**src/rtl/imem_loader.sv**
```systemverilog
// rtl/imem_loader.sv - byte-stream program loader that packs bytes into 32-bit
// instruction-memory writes and holds the core in reset until the load completes.
module imem_loader #(
  parameter int IMEM_WORDS = 64,
  parameter int ADDR_W     = 6
) (
  input  logic              clk,
  input  logic              reset,
  input  logic              start,
  input  logic              in_valid,
  input  logic [7:0]        in_data,
  input  logic              in_last,
  output logic              in_ready,
  output logic              imem_we,
  output logic [ADDR_W-1:0] imem_addr,
  output logic [31:0]       imem_wdata,
  output logic              core_reset,
  output logic              done,
  output logic              err
);

  typedef enum logic [2:0] {S_IDLE, S_LOAD, S_FLUSH, S_DONE, S_ERR} state_t;

  localparam logic [ADDR_W:0] LP_FULL = (ADDR_W+1)'(IMEM_WORDS);

  state_t            r_state;
  state_t            w_next;
  logic [1:0]        r_lane;
  logic [ADDR_W:0]   r_index;
  logic [31:0]       r_word;
  logic              r_we;
  logic [ADDR_W-1:0] r_addr;
  logic [31:0]       r_wdata;

  logic              w_hs;
  logic              w_complete;
  logic              w_overflow;
  logic              w_restart;
  logic [31:0]       w_merged;

  assign w_hs       = in_valid && (r_state == S_LOAD);
  assign w_complete = w_hs && (in_last || (r_lane == 2'd3));
  assign w_overflow = (r_index == LP_FULL);
  assign w_restart  = start && ((r_state == S_IDLE) || (r_state == S_DONE) || (r_state == S_ERR));
  // Lanes above the current one are always zero in r_word, so a short final word is zero-filled.
  assign w_merged   = r_word | ({24'd0, in_data} << {r_lane, 3'b000});

  always_ff @(posedge clk) begin
    if (reset) begin
      r_state <= S_IDLE;
    end else begin
      r_state <= w_next;
    end
  end

  always_comb begin
    w_next     = r_state;
    in_ready   = 1'b0;
    core_reset = 1'b1;
    done       = 1'b0;
    err        = 1'b0;
    case (r_state)
      S_IDLE: begin
        if (start) w_next = S_LOAD;
      end
      S_LOAD: begin
        in_ready = 1'b1;
        if (w_complete && w_overflow) begin
          w_next = S_ERR;
        end else if (w_hs && in_last) begin
          w_next = S_FLUSH;
        end
      end
      S_FLUSH: begin
        w_next = S_DONE;
      end
      S_DONE: begin
        core_reset = 1'b0;
        done       = 1'b1;
        if (start) w_next = S_LOAD;
      end
      S_ERR: begin
        err = 1'b1;
        if (start) w_next = S_LOAD;
      end
      default: begin
        w_next = S_IDLE;
      end
    endcase
  end

  always_ff @(posedge clk) begin
    if (reset) begin
      r_lane  <= 2'd0;
      r_index <= '0;
      r_word  <= 32'd0;
      r_we    <= 1'b0;
      r_addr  <= '0;
      r_wdata <= 32'd0;
    end else begin
      r_we <= 1'b0;
      if (w_restart) begin
        r_lane  <= 2'd0;
        r_index <= '0;
        r_word  <= 32'd0;
      end else if (w_complete) begin
        r_lane <= 2'd0;
        r_word <= 32'd0;
        if (!w_overflow) begin
          r_we    <= 1'b1;
          r_addr  <= r_index[ADDR_W-1:0];
          r_wdata <= w_merged;
          r_index <= r_index + (ADDR_W+1)'(1);
        end
      end else if (w_hs) begin
        r_lane <= r_lane + 2'd1;
        r_word <= w_merged;
      end
    end
  end

  assign imem_we    = r_we;
  assign imem_addr  = r_addr;
  assign imem_wdata = r_wdata;

endmodule

```
**config.mk**
```make
export PLATFORM = sky130hd
export DESIGN_NAME = imem_loader
export DESIGN_NICKNAME = d
export VERILOG_FILES = /design/src/rtl/imem_loader.sv
export SDC_FILE = /design/constraint.sdc
export NUM_CORES = 1
export LEC_CHECK = 0
export BUFFER_PORTS_ARGS = -buffer_cell sky130_fd_sc_hd__buf_4
export CAP_MARGIN = 20
export CELL_PAD_IN_SITES_DETAIL_PLACEMENT = 1
export CELL_PAD_IN_SITES_GLOBAL_PLACEMENT = 1
export CORE_AREA = 3 3 91 93
export DETAILED_ROUTE_END_ITERATION = 8
export DIE_AREA = 0 0 94 96
export MAX_ROUTING_LAYER = met4
export PLACE_DENSITY = 0.79
export SYNTH_ARGS = -nofsm -noshare
export SYNTH_HDL_FRONTEND = slang
export SYNTH_SLANG_ARGS = --single-unit
```
**constraint.sdc**
```tcl
create_clock -name clk -period 3.1 [get_ports clk]
set_clock_uncertainty 0.15 [all_clocks]
set_input_delay 0.62 -clock clk [delete_from_list [all_inputs] [get_ports clk]]
set_output_delay 0.62 -clock clk [all_outputs]
set_load 0.05 [all_outputs]
```
==> flow_summary_export.csv <==
group,metric,value,unit
outcome,status,"completed",
pwr,power.density_cell_area,566.1,nW/um^2
sta,period_minus_slack,2.314,ns
pwr,power,0.002261,W
yosys,synth-compound-area-share,0.2434,
worst_setup_path,worst_path_max_delay_cell,"dfxtp_1",
final_layout,multi_input_area,1508,sq um
final_layout,fin_nets,413,
clock_network,clk_latency,0.35,ns
floorplan,die_w,94,microns
floorplan,start_util,0.4433,
worst_setup_path,cp-start-kind,"register",
yosys,async_flop_share,0,
yosys,synth_warnings,0,
sta,hold_viol,0,
global_route,grt_pass1_vias,2750,
yosys,synth-main-ff-cell,"dfxtp_1",
yosys,synth-simple-area-share,0.1558,
yosys,synth_cell_type_count,34,
clock_network,ctsHtreeMaxLevel,3,
pwr,ir_drop,0.3137,mV
floorplan,rows,32,
yosys,syn_avg_cell_area,9.445,sq um
global_route,track_usage,0.1999,
yosys,yosys-top-cells-area,"dfxtp_1, a211oi_2, a21oi_1",
sta,tightest_slew,0.8254,ns
yosys,syn-num-nets,373,
sta,clock.fmax,432.1,MHz
placed_design,gp_congestion,0.8423,
sta,drv_slew,0,
routing,routed_wl,8008,microns
worst_setup_path,path_class,"register to register",
clock_network,cts.sinks,83,
clock_network,clkTransAtPathRegs,0.08,ns
floorplan,core_area,7607,sq um
min_path,hp-class,"register to register",
clock_network,post_cts_buffers,0,
pwr,p_sw_frac,0.2679,
pwr,clock_power_share,0.388,
yosys,synthMuxAreaShare,0.02375,
final_layout,antennaDiodeCount,0,
worst_setup_path,crit_arrival,2.39,ns
worst_setup_path,cpPeakStageDelay,0.50,ns
yosys,synth_top_family_by_area,"compound AO/OA/AOI/OAI gates",
final_layout,areaGrowthSynthToFinish,18.44,%
placed_design,portBuffers,55,
routing,drc,0,
routing,viasPerCell,5.282,
worst_setup_path,cp_top_family,"simple AND/OR/NAND/NOR gates",
clock_network,ctsRootBufferMaster,"clkbuf_8",
placed_design,hpwlAfterDp,5439,microns
routing,wl_per_cell,15.89,microns
floorplan,fp.dieArea,9024,sq um
yosys,syn-cell-area,3372,sq um
final_layout,drive_gt1_frac,0.2687,
global_route,grt_pass1_wl,13570,microns
yosys,yosys.area.top_type_share,0.4928,
yosys,synth_fa_ha_area_frac,0.01113,
routing,first_pass_iters,4,
clock_network,cts-hold-fix-buffers,0,
final_layout,final_core_util,0.5250,
worst_setup_path,cp_max_fo,54,
yosys,syn_inst,357,
floorplan,ioPinCount,56,
pwr,leakage,1.436,nW
job,cap_violations,0,
global_route,grt-ovfl-total,0,
yosys,synth_edf_count,0,
yosys,yosysTopAreaCell,"dfxtp_1",
clock_network,clockBufferDepth,2,
global_route,grt_max_degree,55,
pwr,power.internal,0.001655,W
sta,fin_crit_sh,0.7466,
final_layout,fillers,902,
clock_network,cts-resized-gates,0,
placed_design,pre_cts_ws,0.5783,ns
worst_setup_path,end_kind,"register",
yosys,ys_seq_area_frac,0.4928,
yosys,synth_xor_area_frac,0.01299,
routing,drtAntennaViolNets,0,
routing,drt_iter0_markers,94,
yosys,synth_seq_cells,83,
worst_setup_path,crit_buf_inv,1,
pwr,power_frac_seq,0.491,
sta,rsz0062_at_grt,"no",
pwr,p_sw,0.0006057,W
worst_setup_path,cp_cell_sequence,"nand4bb_1 -> a211oi_4 -> buf_12 -> mux2i_1 -> nor2_1",
pwr,pwr-share-comb,0.121,
global_route,antenna_found_initial,0,
sta,fin_setup_tns,0,ns
sta,setup_slack,0.7856,ns
clock_network,tritoncts,"built",
floorplan,die_y,96,microns
routing,vias,2662,
sta,setup_viol,0,
final_layout,seq_area,1662,sq um
worst_setup_path,cp.required,3.17,ns
sta,relSlewSlack,0.4482,
clock_network,cts_buffers,9,
==> sequential cells by signal, summed over array words and instances (netlist names) <==
register,count
imem_we,1
imem_wdata,32
r_index,7
r_lane,2
r_word,32
imem_addr,6
r_state,3
==> cells in the mapped netlist (all sizes together) (3+ instances only) <==
library cell  instances
nor4                  4
nor2                 86
mux2i                 8
a211oi               33
a21oi                67
xnor2                 4
dfxtp                83
clkbuf                4
nand3                 3
nand2                 8
ha                    3
inv                   6
nor2b                 4
buf                  25
==> cell usage in the layout (no fill, tap or decap), types with 2 or more instances in the layout <==
master	count
a211oi_2	32
a21oi_1	67
and2_1	2
buf_4	57
bufinv_16	2
clkbuf_8	10
dfxtp_1	83
ha_1	3
inv_1	6
mux2i_1	8
nand2_1	8
nand3_1	3
nand4_1	2
nand4bb_1	2
nor2_1	86
nor2b_1	4
nor3b_1	2
nor4_1	3
xnor2_1	4
==> per-stage QoR <==
step,cells,hold slack (ns),area [sq um]
finish,504,0.3221,3994
global route,504,0.3585,3994
CTS,504,0.3244,3994
detailed placement,488,0.3068,3767
global placement,488,0.2982,3767
floorplan,357,0.2875,3372
==> per-layer routing <==
layer  GRT usage  part of all wire  vias to the layer above
met2      0.3353              0.50                       50
met4     0.09386             0.023                        0
met3     0.02971             0.034                       13
li1            -                 -                     1306
met1      0.2370              0.45                     1293
met5           -                 0                        -
==> layout make-up <==
class / instances / share of cell area
Clock buffer: 11 / 0.03540
Clock inverter: 5 / 0.02130
Inverter: 6 / 0.005639
Multi-Input combinational cell: 239 / 0.3775
Sequential cell: 83 / 0.4160
Tap cell: 102 / 0.03195
Timing Repair Buffer: 58 / 0.1122
==> power groups by stage <==
stage	Combinational, W	Sequential [W]	Clock (W)
2_1_floorplan	0.000144	0.00120	0
3_3_place_gp	0.000270	0.00113	0
3_5_place_dp	0.000276	0.00114	0
4_1_cts	0.000277	0.00111	0.000900
5_1_grt	0.000296	0.00111	0.000946
6_report	0.000274	0.00111	0.000877
==> path summary, 6_finish.rpt <==
path,from,end,slack [ns],cells after the start
hold reg to reg,r_word[7],r_word[7],0.32,2
setup / recovery,r_state[0],imem_addr[0],0.79,5
hold / removal,r_word[7],r_word[7],0.32,2
setup reg to reg,r_state[0],imem_addr[0],0.79,5
==> cell families after synthesis <==
family	count (synthesis)
adders and majority gates	3
AOI/OAI and AO/OA	106
buffers and inverters	35
DFF	83
muxes	8
and+or+nand+nor	117
xor gates and xnor gates	5
==> worst reg2reg max path, delay by kind of cell, from the launching register on <==
kind | cells | cell delay (ns)
muxes | 1 | 0.25
DFF | 1 | 0.50
and+or+nand+nor | 2 | 0.54
buffers and inverters | 1 | 0.31
AOI/OAI and AO/OA | 1 | 0.44
No activity file was read; power rests on OpenSTA's default activity.
